## config.mk

```make
export PLATFORM = sky130hd
export DESIGN_NAME = des_key_sched_seq
export DESIGN_NICKNAME = d
export VERILOG_FILES = /design/src/rtl/des_key_sched_seq.sv
export SDC_FILE = /design/constraint.sdc
export NUM_CORES = 1
export LEC_CHECK = 0
export ABC_CLOCK_PERIOD_IN_PS = 5900
export CAP_MARGIN = 20
export CORE_MARGIN = 2
export CORE_UTILIZATION = 57
export CTS_BUF_LIST = sky130_fd_sc_hd__clkbuf_8
export DETAILED_ROUTE_END_ITERATION = 12
export PLACE_DENSITY = 0.9
export SLEW_MARGIN = 20
export SYNTH_ARGS = -nofsm -noshare
export SYNTH_HDL_FRONTEND = slang
export SYNTH_SLANG_ARGS = --single-unit
```

## constraint.sdc

```tcl
create_clock -name clk -period 5.9 [get_ports clk]
set_clock_uncertainty 0.05 [all_clocks]
set_input_delay 1.475 -clock clk [delete_from_list [all_inputs] [get_ports clk]]
set_output_delay 1.475 -clock clk [all_outputs]
set_load 0.01 [all_outputs]
```

## src/rtl/des_key_sched_seq.sv

```systemverilog
// Sequential DES key schedule. PC-1 is applied on key load, then one PC-2 subkey
// is emitted per cycle on a valid/ready stream, in forward (encrypt) or reverse (decrypt) order.
module des_key_sched_seq #(
    parameter int          ROUNDS      = 16,
    parameter logic [15:0] SHIFT1_MASK = 16'h8103
) (
    input  logic        clk,
    input  logic        rst,
    input  logic        key_valid,
    output logic        key_ready,
    input  logic [63:0] key_in,
    input  logic        decrypt,
    output logic        sk_valid,
    input  logic        sk_ready,
    output logic [47:0] sk_out,
    output logic [4:0]  sk_round,
    output logic        sk_last,
    output logic        busy
);

    // Handshakes: a transfer occurs on a rising edge where valid and ready are both
    // high. A producer holds valid and its payload stable until that transfer.
    // All vectors are [N-1:0]. DES bit n (where 1 = MSB) is at index N-n.

    typedef enum logic {
        ST_IDLE = 1'b0,
        ST_RUN  = 1'b1
    } state_t;

    localparam logic [4:0] LP_ROUNDS = 5'(ROUNDS);

    localparam int PC1_TAB [56] = '{
        57, 49, 41, 33, 25, 17,  9,
         1, 58, 50, 42, 34, 26, 18,
        10,  2, 59, 51, 43, 35, 27,
        19, 11,  3, 60, 52, 44, 36,
        63, 55, 47, 39, 31, 23, 15,
         7, 62, 54, 46, 38, 30, 22,
        14,  6, 61, 53, 45, 37, 29,
        21, 13,  5, 28, 20, 12,  4
    };

    localparam int PC2_TAB [48] = '{
        14, 17, 11, 24,  1,  5,
         3, 28, 15,  6, 21, 10,
        23, 19, 12,  4, 26,  8,
        16,  7, 27, 20, 13,  2,
        41, 52, 31, 37, 47, 55,
        30, 40, 51, 45, 33, 48,
        44, 49, 39, 56, 34, 53,
        46, 42, 50, 36, 29, 32
    };

    // A left rotation moves each bit toward the MSB, and the MSB wraps around to the LSB.
    function automatic logic [27:0] rot_half(input logic [27:0] h, input logic left,
                                             input logic one);
        logic [27:0] r;
        case ({left, one})
            2'b11:   r = {h[26:0], h[27]};
            2'b10:   r = {h[25:0], h[27:26]};
            2'b01:   r = {h[0], h[27:1]};
            default: r = {h[1:0], h[27:2]};
        endcase
        return r;
    endfunction

    function automatic logic [55:0] rot_cd(input logic [55:0] cd, input logic left,
                                           input logic one);
        return {rot_half(cd[55:28], left, one), rot_half(cd[27:0], left, one)};
    endfunction

    state_t      r_state;
    logic [4:0]  r_cnt;
    logic [55:0] r_cd;
    logic        r_mode;

    state_t      w_state_nxt;
    logic [4:0]  w_cnt_nxt;
    logic [55:0] w_cd_nxt;
    logic        w_mode_nxt;

    logic [55:0] w_pc1;
    logic [47:0] w_pc2;
    logic [3:0]  w_dec_idx;
    logic        w_enc_one;
    logic        w_dec_one;
    logic        w_unused_parity;

    for (genvar g = 0; g < 56; g++) begin : g_pc1
        assign w_pc1[55-g] = key_in[64-PC1_TAB[g]];
    end

    for (genvar g = 0; g < 48; g++) begin : g_pc2
        assign w_pc2[47-g] = r_cd[56-PC2_TAB[g]];
    end

    // The parity bits (DES bits 8, 16, ..., 64) never reach the schedule.
    assign w_unused_parity = ^{key_in[56], key_in[48], key_in[40], key_in[32],
                               key_in[24], key_in[16], key_in[8], key_in[0]};

    // The next encrypt round is cnt+1, so its mask bit is at index cnt.
    // Decrypt undoes round ROUNDS+1-cnt, so its mask bit is at index ROUNDS-cnt.
    assign w_enc_one = SHIFT1_MASK[r_cnt[3:0]];
    assign w_dec_idx = LP_ROUNDS[3:0] - r_cnt[3:0];
    assign w_dec_one = SHIFT1_MASK[w_dec_idx];

    assign key_ready = (r_state == ST_IDLE) && !rst;
    assign sk_valid  = (r_state == ST_RUN);
    assign busy      = (r_state == ST_RUN);
    assign sk_out    = w_pc2;
    assign sk_round  = r_mode ? (LP_ROUNDS + 5'd1 - r_cnt) : r_cnt;
    assign sk_last   = (r_cnt == LP_ROUNDS);

    always_comb begin
        w_state_nxt = r_state;
        w_cnt_nxt   = r_cnt;
        w_cd_nxt    = r_cd;
        w_mode_nxt  = r_mode;
        case (r_state)
            ST_IDLE: begin
                if (key_valid && key_ready) begin
                    w_mode_nxt  = decrypt;
                    w_cnt_nxt   = 5'd1;
                    w_state_nxt = ST_RUN;
                    // A full decrypt walk starts at C16D16, which equals C0D0.
                    w_cd_nxt    = decrypt ? w_pc1 : rot_cd(w_pc1, 1'b1, SHIFT1_MASK[0]);
                end
            end
            ST_RUN: begin
                if (sk_ready) begin
                    if (r_cnt == LP_ROUNDS) begin
                        w_state_nxt = ST_IDLE;
                    end else begin
                        w_cnt_nxt = r_cnt + 5'd1;
                        w_cd_nxt  = r_mode ? rot_cd(r_cd, 1'b0, w_dec_one)
                                           : rot_cd(r_cd, 1'b1, w_enc_one);
                    end
                end
            end
            default: w_state_nxt = ST_IDLE;
        endcase
    end

    always_ff @(posedge clk) begin
        if (rst) begin
            r_state <= ST_IDLE;
            r_cnt   <= 5'd0;
            r_cd    <= 56'd0;
            r_mode  <= 1'b0;
        end else begin
            r_state <= w_state_nxt;
            r_cnt   <= w_cnt_nxt;
            r_cd    <= w_cd_nxt;
            r_mode  <= w_mode_nxt;
        end
    end

endmodule

```

==> out/qor.yml <==
timing:
  max_freq_ghz: 0.242
  finalSetupViolations: 0
  rsz0062_at_grt: "no"
  period_minus_slack_ns: 4.13
  finalHoldViolCount: 0
  min_period_over_period_pct: 70.1
  whs_ns: 0.504
  drv_slew: 0
  final.setup.tns_ns: 0
  worst_slew_pin_slew_ns: 1.13
  slew_headroom_pct: 24.6
setup_path:
  critPathMaxFanout: 58
  crit_path_start_kind: "flip-flop"
  worstSetupEndpointType: "output port"
  r2r_setup_slack_ns: 2.84
  crit_chain: "clkinv_2, nor4_1, xor2_1, clkdlybuf4s50_1"
  worstPathArrival_ns: 2.61
  critPathSlowestCell: "clkinv_2"
  worstPathRequired_ns: 4.38
  slowest_delay_ns: 0.68
  cpLargestDelayFamily: "buffers and inverters"
  criticalPathCategory: "flip-flop to output port"
  cp_num_buf_inv: 2
finish:
  layout-drive-gt1-share_pct: 3.64
  final_nets: 895
  num_antenna_cells: 0
  fin_area_sq_mm: 0.00708
  syn_to_final_growth_pct: 13.2
global_routing:
  track_usage_pct: 25.7
  grt_first_pass_wirelength_um: 25000
  antenna_found_initial: 0
  grt_start_max_net_pins: 171
  grt_pass1_vias: 5167
  grt_overflow: 0
synthesis:
  synth_edf_count: 0
  synthSimpleGateAreaFrac_pct: 21.7
  synth_top_area_cell: "dfxtp_1"
  synth_cells: 818
  synth-seq-cells: 64
  synth_ff_type: "dfxtp_1"
  synth_xor_xnor_area_share_pct: 0.981
  synthMuxAreaShare_pct: 18.7
  yosysSeqAreaShare_pct: 20.5
  synthAdderAreaFrac_pct: 1.20
  synth-compound-area-share_pct: 24.4
  ys_warn_count: 0
  synthesis.nets: 893
  yosys.area.top_type_share_pct: 20.5
  synth_cell_type_count: 34
  synthArstFlopShare_pct: 0
  synthTopCellsByArea: "dfxtp_1 (20%), mux2i_1 (18%), a211oi_1 (7.0%), nor3b_1 (6.7%), o31ai_1 (6.7%)"
  synth_area_per_cell_sq_um: 7.64
  synth_area_sq_mm: 0.00625
  synth_top_family_by_area: "compound AO/OA/AOI/OAI gates"
clock_network:
  cts_tree: "built"
  cts_resized: 0
  cts.sinks: 64
  h-tree-depth: 3
  clk_pin_slew_ns: 0.07
  cts_buffers: 9
  post_cts_buffers: 0
  clockBufferDepth: 2
  holdBufCountCts: 0
  insertion_delay_ns: 0.34
  cts-root-buf: "clkbuf_8"
drt:
  viasPerCell: 6.13
  drtIter0Drc: 550
  drc: 0
  wl_um: 15300
  post_drt_wl_per_cell_um: 15.8
  dr.pass1.iters: 5
  dr_total_vias: 5913
  drtAntennaViolNets: 0
power:
  swShare_pct: 36.4
  power.total_mw: 1.35
  power.density_mw_per_mm2: 191
  leakage_nw: 2.67
  internal_power_mw: 0.862
  ir_worst_vdd_mv: 0.166
  pwr-share-seq_pct: 38.5
  power_frac_clock_pct: 25.0
  p_comb_share_pct: 36.5
  p_sw_mw: 0.493
die:
  coreArea_sq_mm: 0.0108
  rows: 38
  die_x_um: 109
  pin_count: 126
  die_area_sq_mm: 0.0118
  die_h_um: 109
  start_util_pct: 57.9
place:
  routabilityCongestion: 0.803
  placed_area_sq_mm: 0.00691
  portBuffers: 117
  dp_hpwl_um: 9060
worst_hold_path:
  hold_path_class: "flip-flop to flip-flop"
run_status:
  status: "finished clean"
run:
  cap_violations: 0
[layout make-up]
| type | count | area (sq um) |
|---|---|---|
| clock inverters | 6 | 27.5 |
| flip-flops and latches | 64 | 1290 |
| fillers | 918 | 3710 |
| multi-input cells | 617 | 4210 |
| clock buffers | 10 | 138 |
| repair buffers | 123 | 1220 |
| well taps | 140 | 175 |
| inverters | 5 | 20.0 |
[kinds of logic (layout without fill, tap and decap cells)]
logic type      Yosys count  in the layout
xor+xnor                  7              7
fa+ha+maj                 6              6
flops                    64             64
compound gates          233            233
mux                     116            116
simple gates            255            255
buf+inv                 137            144
[worst min-delay path: cells and delay by family, from the launching register on]
| family | cells | cell delay [ns] |
|---|---|---|
| simple gates | 1 | 0.07 |
| xor+xnor | 1 | 0.08 |
| flops | 1 | 0.37 |
[layer usage]
metal	vias up	part of all wire [%]	GRT usage, %
li1	2942	-	-
met1	2748	46	33.7
met2	202	47	43.2
met3	21	6.1	3.29
met4	0	1.6	8.88
met5	-	0	0
[synthesized netlist by cell type (2+ instances only)]
| cell type | count |
|---|---|
| nor2b_1 | 57 |
| buf_12 | 4 |
| buf_4 | 51 |
| buf_1 | 6 |
| o31ai_1 | 56 |
| mux2i_1 | 114 |
| ha_1 | 6 |
| o21ai_0 | 57 |
| a211oi_1 | 58 |
| buf_2 | 6 |
| inv_1 | 5 |
| nand3_1 | 3 |
| xnor2_1 | 4 |
| a21oi_1 | 3 |
| dfxtp_1 | 64 |
| nor2_1 | 64 |
| clkbuf_1 | 64 |
| nor3_1 | 2 |
| a31oi_1 | 57 |
| nor4bb_1 | 2 |
| xor2_1 | 3 |
| nor3b_1 | 56 |
| nand2_1 | 63 |
| nand2b_1 | 3 |
[final timing paths]
path                            cells past startpoint                    end             startpoint
worst max-delay path                                4            sk_round[4]    r_mode$_SDFFE_PP0P_
worst min register to register                      2  r_cnt[4]$_SDFFE_PP0N_  r_cnt[4]$_SDFFE_PP0N_
worst min-delay path                                2  r_cnt[4]$_SDFFE_PP0N_  r_cnt[4]$_SDFFE_PP0N_
worst max register to register                      7  r_cd[18]$_SDFFE_PP0N_        busy$_SDFF_PP0_
[power by group through the flow]
stage	Sequential (mW)	Clock, mW	Combinational, mW
6_report	0.522	0.339	0.494
5_1_grt	0.528	0.359	0.541
4_1_cts	0.520	0.342	0.494
3_5_place_dp	0.530	0	0.491
3_3_place_gp	0.529	0	0.484
2_1_floorplan	0.510	0	0.400
[placed cells by master (no fill, tap or decap)]
master	n
nor2_1	64
nor3_1	2
nor4b_1	1
xor2_1	3
or3_1	1
buf_4	7
dfxtp_1	61
clkinv_2	5
nor3b_1	56
ha_1	6
nand2_1	63
nand2b_1	3
o21ai_0	57
nand3_1	3
xnor2_1	4
o211ai_1	1
inv_1	6
buf_12	1
a21oi_1	3
mux2i_4	1
dfxtp_4	2
clkdlybuf4s50_1	115
a211oi_1	58
o31ai_1	56
nor2b_1	57
dfxtp_2	1
mux2i_1	114
a31oi_1	57
o21ai_4	1
mux2_4	1
nor4bb_1	2
nand4_1	1
or3b_2	1
clkbuf_8	10
nor4_1	1
[state kept, by name, summed over array words and instances (netlist names)]
signal and cells:
r_cnt 5, r_cd 56, w_enc_one 1, r_mode 1, busy 1
[stage by stage]
stage               instances  util, %  setup WS (ns)
finish                    965     65.6           1.77
floorplan                 818        -           1.98
global placement          949     64.1           1.85
global route              965     65.6           1.64
detailed placement        949     64.1           1.85
CTS                       965     65.6           1.85
Power figures use the tool's default switching activity.
